==> config.mk <==
export PLATFORM = sky130hd
export DESIGN_NAME = enemy_car_mover_flat
export DESIGN_NICKNAME = d
export VERILOG_FILES = /design/src/rtl/enemy_car_if.sv /design/src/rtl/enemy_car_mover.sv /design/src/flat_wrapper.sv
export SDC_FILE = /design/constraint.sdc
export NUM_CORES = 1
export LEC_CHECK = 0
export ABC_AREA = 1
export BUFFER_PORTS_ARGS = -buffer_cell sky130_fd_sc_hd__buf_2
export CAP_MARGIN = 20
export CORE_MARGIN = 2
export CORE_UTILIZATION = 25
export CTS_CLUSTER_DIAMETER = 150
export DETAILED_ROUTE_END_ITERATION = 8
export HOLD_SLACK_MARGIN = 0.08
export MAX_ROUTING_LAYER = met4
export PLACE_DENSITY = 0.48
export SETUP_SLACK_MARGIN = 0.02
export SLEW_MARGIN = 10
export SYNTH_ARGS = -nofsm -noshare
export SYNTH_HDL_FRONTEND = slang
export SYNTH_SLANG_ARGS = --single-unit
==> constraint.sdc <==
create_clock -name clk -period 2.8 [get_ports clk]
set_clock_uncertainty 0.05 [all_clocks]
set_input_delay 0.56 -clock clk [delete_from_list [all_inputs] [get_ports clk]]
set_output_delay 0.56 -clock clk [all_outputs]
set_load 0.05 [all_outputs]
==> src/rtl/enemy_car_if.sv <==
// Frame-control inputs and drawing outputs of one enemy car.
// The slave side is the mover; the master side drives frame controls.
interface enemy_car_if;
  logic              startOfFrame;
  logic signed [10:0] initialX;
  logic              spawn_en;
  logic [3:0]        speed;
  logic              drift_en;
  logic              collision;
  logic              pause;
  logic signed [10:0] topLeftX;
  logic signed [10:0] topLeftY;
  logic              draw_en;
  logic              active;
  logic              crashing;

  modport master (
    output startOfFrame, initialX, spawn_en, speed,
    output drift_en, collision, pause,
    input  topLeftX, topLeftY, draw_en, active, crashing
  );

  modport slave (
    input  startOfFrame, initialX, spawn_en, speed,
    input  drift_en, collision, pause,
    output topLeftX, topLeftY, draw_en, active, crashing
  );
endinterface

==> src/rtl/enemy_car_mover.sv <==
// Enemy car position generator: spawn, scroll, drift, crash blink, despawn.
// Y is kept in 18-bit signed fixed point; X in integer pixels.
module enemy_car_mover #(
  parameter int START_Y       = -64,
  parameter int SCREEN_BOTTOM = 480,
  parameter int X_MIN         = 160,
  parameter int X_MAX         = 440,
  parameter int FRAC_BITS     = 6,
  parameter int BASE_STEP     = 64,
  parameter int SPEED_STEP    = 32,
  parameter int CRASH_FRAMES  = 32
) (
  input logic        clk,
  input logic        reset,
  enemy_car_if.slave bus
);

  localparam int CW = $clog2(CRASH_FRAMES);
  localparam logic signed [17:0] Y0 =
    18'(START_Y * (1 << FRAC_BITS));
  localparam logic signed [17:0] Y_END =
    18'(SCREEN_BOTTOM * (1 << FRAC_BITS));
  localparam logic signed [10:0] XL = 11'(X_MIN);
  localparam logic signed [10:0] XH = 11'(X_MAX);
  localparam logic [CW-1:0] CNT_LAST = CW'(CRASH_FRAMES - 1);

  typedef enum logic [1:0] {
    IDLE, MOVE, CRASH
  } state_t;

  state_t             state, state_n;
  logic signed [17:0] yfp, yfp_n, ysum, step;
  logic signed [10:0] x, x_n, nx;
  logic               dir_neg, dir_n;
  logic [CW-1:0]      cnt, cnt_n;
  logic               fev;
  logic signed [10:0] tly;
  logic               draw_q, active_q, crash_q;

  assign bus.topLeftX = x;
  assign bus.topLeftY = tly;
  assign bus.draw_en  = draw_q;
  assign bus.active   = active_q;
  assign bus.crashing = crash_q;

  always_comb begin
    state_n = state;
    yfp_n   = yfp;
    x_n     = x;
    dir_n   = dir_neg;
    cnt_n   = cnt;
    fev     = bus.startOfFrame & ~bus.pause;
    step    = 18'(BASE_STEP)
            + 18'(bus.speed) * 18'(SPEED_STEP);
    ysum    = yfp + step;
    nx      = dir_neg ? x - 11'sd1 : x + 11'sd1;
    unique case (state)
      IDLE: begin
        if (fev && bus.spawn_en) begin
          x_n     = bus.initialX;
          yfp_n   = Y0;
          dir_n   = 1'b0;
          state_n = MOVE;
        end
      end
      MOVE: begin
        // collision freezes position even on a frame edge
        if (bus.collision) begin
          state_n = CRASH;
          cnt_n   = '0;
        end else if (fev) begin
          yfp_n = ysum;
          if (bus.drift_en) begin
            if (nx > XH) begin
              x_n   = XH;
              dir_n = 1'b1;
            end else if (nx < XL) begin
              x_n   = XL;
              dir_n = 1'b0;
            end else begin
              x_n = nx;
            end
          end
          if (ysum >= Y_END) begin
            state_n = IDLE;
            yfp_n   = Y0;
          end
        end
      end
      CRASH: begin
        if (fev) begin
          cnt_n = cnt + 1'b1;
          if (cnt == CNT_LAST) begin
            state_n = IDLE;
            yfp_n   = Y0;
          end
        end
      end
      default: state_n = IDLE;
    endcase
  end

  always_ff @(posedge clk) begin
    if (reset) begin
      state    <= IDLE;
      yfp      <= Y0;
      x        <= XL;
      dir_neg  <= 1'b0;
      cnt      <= '0;
      tly      <= 11'(START_Y);
      draw_q   <= 1'b0;
      active_q <= 1'b0;
      crash_q  <= 1'b0;
    end else begin
      state    <= state_n;
      yfp      <= yfp_n;
      x        <= x_n;
      dir_neg  <= dir_n;
      cnt      <= cnt_n;
      tly      <= 11'(yfp_n >>> FRAC_BITS);
      draw_q   <= (state_n == MOVE)
               | ((state_n == CRASH) & ~cnt_n[2]);
      active_q <= (state_n == MOVE);
      crash_q  <= (state_n == CRASH);
    end
  end

endmodule
==> src/flat_wrapper.sv <==
// flat-port wrapper written by rule: the top's interface ports become plain ports
module enemy_car_mover_flat 
#(
  parameter int START_Y       = -64,
  parameter int SCREEN_BOTTOM = 480,
  parameter int X_MIN         = 160,
  parameter int X_MAX         = 440,
  parameter int FRAC_BITS     = 6,
  parameter int BASE_STEP     = 64,
  parameter int SPEED_STEP    = 32,
  parameter int CRASH_FRAMES  = 32
)
  (clk, reset, bus_startOfFrame, bus_initialX, bus_spawn_en, bus_speed, bus_drift_en, bus_collision, bus_pause, bus_topLeftX, bus_topLeftY, bus_draw_en, bus_active, bus_crashing);
  enemy_car_if bus_i ();
  input logic clk;
  input logic reset;
  input wire logic [$bits(bus_i.startOfFrame)-1:0] bus_startOfFrame;
  input wire logic [$bits(bus_i.initialX)-1:0] bus_initialX;
  input wire logic [$bits(bus_i.spawn_en)-1:0] bus_spawn_en;
  input wire logic [$bits(bus_i.speed)-1:0] bus_speed;
  input wire logic [$bits(bus_i.drift_en)-1:0] bus_drift_en;
  input wire logic [$bits(bus_i.collision)-1:0] bus_collision;
  input wire logic [$bits(bus_i.pause)-1:0] bus_pause;
  output wire logic [$bits(bus_i.topLeftX)-1:0] bus_topLeftX;
  output wire logic [$bits(bus_i.topLeftY)-1:0] bus_topLeftY;
  output wire logic [$bits(bus_i.draw_en)-1:0] bus_draw_en;
  output wire logic [$bits(bus_i.active)-1:0] bus_active;
  output wire logic [$bits(bus_i.crashing)-1:0] bus_crashing;
  assign bus_i.startOfFrame = bus_startOfFrame;
  assign bus_i.initialX = bus_initialX;
  assign bus_i.spawn_en = bus_spawn_en;
  assign bus_i.speed = bus_speed;
  assign bus_i.drift_en = bus_drift_en;
  assign bus_i.collision = bus_collision;
  assign bus_i.pause = bus_pause;
  assign bus_topLeftX = bus_i.topLeftX;
  assign bus_topLeftY = bus_i.topLeftY;
  assign bus_draw_en = bus_i.draw_en;
  assign bus_active = bus_i.active;
  assign bus_crashing = bus_i.crashing;
  enemy_car_mover #(.START_Y(START_Y), .SCREEN_BOTTOM(SCREEN_BOTTOM), .X_MIN(X_MIN), .X_MAX(X_MAX), .FRAC_BITS(FRAC_BITS), .BASE_STEP(BASE_STEP), .SPEED_STEP(SPEED_STEP), .CRASH_FRAMES(CRASH_FRAMES)) u_core (.clk(clk), .reset(reset), .bus(bus_i));
endmodule
==> results.sh <==
export IMPL_pwr_share_seq_pct=26.8
export IMPL_maxCapViolations=0
export IMPL_synthCells=457
export IMPL_grtUsageTotal_pct=13.7
export IMPL_p_comb_share_pct=38.4
export IMPL_setup_tns_ns=0
export IMPL_fin_crit_sh_pct=97.9
export IMPL_swShare_pct=36.3
export IMPL_crit_type="flop to flop"
export IMPL_grt_pass1_vias=3060
export IMPL_drt_iter0_markers=128
export IMPL_instances_no_fill=681
export IMPL_die_x_um=114
export IMPL_syn2layout_area_growth_pct=32.5
export IMPL_wire_per_inst_um=12.8
export IMPL_tightest_slew_ns=0.467
export IMPL_synth_avg_cell_area_um2=6.57
export IMPL_cp_top_family="simple AND/OR/NAND/NOR gates"
export IMPL_syn_nets=504
export IMPL_io_buffers=46
export IMPL_clock_sinks=35
export IMPL_dieArea_um2=12900
export IMPL_hp_class="flop to flop"
export IMPL_synth_area_leaders="dfxtp_1 (23%), nand2_1 (16%), ha_1 (9.6%), a21oi_1 (7.0%), inv_1 (6.4%)"
export IMPL_tritoncts="done"
export IMPL_diodes=0
export IMPL_p_sw_mw=0.789
export IMPL_place_ws_ns=-0.0615
export IMPL_clkTransAtPathRegs_ns=0.07
export IMPL_setup_slack_ns=0.0597
export IMPL_clockBufferDepth=2
export IMPL_yosysWarnings=0
export IMPL_peakVddDrop_mv=0.201
export IMPL_cp_cell_sequence="buf_6 > ha_4 > nand2_2 > nand2_2 > a21oi_2 > nand2_2 > a21oi_2 > xor2_2 > nand3b_1 > nor2_1 > ha_1 > nor2_2 > buf_6 > nand2_4 > nand3_2 > nand2_1 > nor2_1"
export IMPL_synthesis_area_um2=3000
export IMPL_ys_seq_area_share_pct=23.4
export IMPL_critPathBufInv=2
export IMPL_p_leak_nw=2.01
export IMPL_fill_cells=1268
export IMPL_viasPerCell=4.62
export IMPL_gp_congestion=0.914
export IMPL_synth_top_cell_area_share_pct=23.4
export IMPL_cts_root_buf="clkbuf_16"
export IMPL_rows=40
export IMPL_placed_cells=670
export IMPL_slew_limit_headroom_pct=68.9
export IMPL_report_final_slew_viol_count=0
export IMPL_slowest_stage="dfxtp_4"
export IMPL_power_density_nw_per_um2=547
export IMPL_die_h_um=114
export IMPL_io_pins=47
export IMPL_p_clk_share_pct=34.8
export IMPL_fin_crit_ns=2.74
export IMPL_grt_pass1_wl_um=13900
export IMPL_gr_total_overflow=0
export IMPL_drive_gt1_share_pct=30.5
export IMPL_synth_seq_cells=35
export IMPL_final_nets=580
export IMPL_setup_viol=0
export IMPL_cp_start_kind="flop"
export IMPL_end_kind="flop"
export IMPL_worst_ep_arrival_time_ns=2.91
export IMPL_drt_wl_total_um=8700
export IMPL_htreeDepth=2
export IMPL_status="finished, final reports clean"
export IMPL_drc=0
export IMPL_max_freq_ghz=0.365
export IMPL_ant_nets=0
export IMPL_max_stage_delay_ns=0.42
export IMPL_antenna_found_initial=0
export IMPL_vias=3143
export IMPL_rsz0062_at_grt="yes"
export IMPL_final_util_pct=33.5
export IMPL_grt_max_degree=22
export IMPL_hold_buffers=0
export IMPL_post_dp_hpwl_um=6580
export IMPL_fp_coreArea_um2=11900
export IMPL_hold_violations=0
export IMPL_worstPathRequired_ns=2.97
export IMPL_synth_top_area_cell="dfxtp_1"
export IMPL_cts_buffers=5
export IMPL_worst_path_max_fanout=6
export IMPL_power_mw=2.18
export IMPL_critPathMostFrequentCell="nand2_2"
export IMPL_drtPass1Iterations=4
export IMPL_start_util_pct=25.3
export IMPL_worstSkewPairLatency_ns=0.29
export IMPL_p_int_mw=1.39
export IMPL_ys_types=42
[power by group through the flow]
stage	combinational, mW	sequential (mW)	clock (mW)
2_1_floorplan	0.427	0.654	0
3_3_place_gp	0.759	0.589	0
3_5_place_dp	0.765	0.589	0
4_1_cts	0.769	0.579	0.775
5_1_grt	0.917	0.588	0.792
6_report	0.835	0.583	0.758
[stage by stage]
stage / hold WS [ns] / area (µm²)
floorplan: 0.394 / 3010
global placement: 0.405 / 3610
detailed placement: 0.417 / 3610
CTS: 0.424 / 3800
global route: 0.452 / 3980
finish: 0.427 / 3980
[worst min-delay path, stage by stage, from the launching register on]
cell,delay [ns]
dfxtp_1,0.31
nand2_1,0.06
a21oi_1,0.05
[flip-flops by register name, summed over array words and instances (netlist names)]
name                 flops
u_core.bus.active        1
u_core.dir_neg           1
u_core.yfp              13
u_core.bus.topLeftX     11
u_core.bus.crashing      1
u_core.bus.draw_en       1
u_core.cnt               5
u_core.state             2
[synthesized netlist by cell type (all sizes together)]
| cell | instances |
|---|---|
| nand2 | 136 |
| inv | 54 |
| a21oi | 44 |
| nor2 | 44 |
| dfxtp | 35 |
| nand3 | 31 |
| ha | 23 |
| o21ai | 22 |
| buf | 14 |
| nand3b | 12 |
| nand4 | 8 |
| clkbuf | 5 |
| xor2 | 5 |
| xnor2 | 4 |
| o211ai | 3 |
| a311oi | 2 |
| fa | 2 |
| o21a | 2 |
| o22ai | 2 |
| a211oi | 1 |
| a21boi | 1 |
| a21o | 1 |
| a22oi | 1 |
| and2 | 1 |
| nor3 | 1 |
| nor4 | 1 |
| o21bai | 1 |
| or2 | 1 |
[cells by family (layout without fill, tap and decap cells)]
kind of cell	count (synthesis)	after routing	share of synthesized area, %
AOI/OAI and AO/OA	80	80	15.0
xor gates and xnor gates	9	9	3.13
adders and majority gates	25	25	10.9
buffers and inverters	73	150	10.8
DFF	35	35	23.4
and+or+nand+nor	235	235	36.7
[layout make-up]
type / count / area, µm² / area share [%]
multi-input combinational: 349 / 2110 / 53.1
sequential: 35 / 717 / 18.0
timing repair buffer: 88 / 569 / 14.3
inverter: 54 / 203 / 5.10
tap: 147 / 184 / 4.63
clock buffer: 5 / 125 / 3.15
clock inverter: 3 / 67.6 / 1.70
[layer usage]
layer  up-vias  part of all wire [%]  track usage, %
met5         -                     0               -
met4         0                   2.9            5.28
met3        20                   3.8            2.44
met2        70                    47            22.8
met1      1420                    47            16.7
li1       1633                     -               -
[path summary, 6_finish.rpt]
check | startpoint | end | slack, ns | cells after the start
setup / recovery | u_core.dir_neg | u_core.dir_neg | 0.06 | 17
hold / removal | u_core.cnt[4] | u_core.cnt[4] | 0.43 | 2
setup reg to reg | u_core.dir_neg | u_core.dir_neg | 0.06 | 17
hold reg to reg | u_core.cnt[4] | u_core.cnt[4] | 0.43 | 2
[cells in the final DEF, fill, tap and decap left out, drive strengths merged]
master and instances:
nand2 136, o21a 2, and2 1, o21bai 1, inv 54, o22ai 2, nand4 8, a21oi 44
nor3 1, ha 23, a21o 1, a311oi 2, a21boi 1, xnor2 4, nand3b 12, clkinvlp 1
nand3 31, a211oi 1, xor2 5, o211ai 3, o21ai 22, fa 2, a22oi 1, nor4 1
bufinv 2, nor2 44, or2 1, dfxtp 35, buf 88, clkbuf 5
[repair_timing]
| item | 4_1_cts | 5_1_grt |
|---|---|---|
| setup endpoints to repair | 6 | 13 |
| gates resized for setup | 1 | 39 |
| pin swaps | 0 | 16 |
| setup buffers | 0 | 3 |
Note: power is estimated with default switching activity, not from simulation.
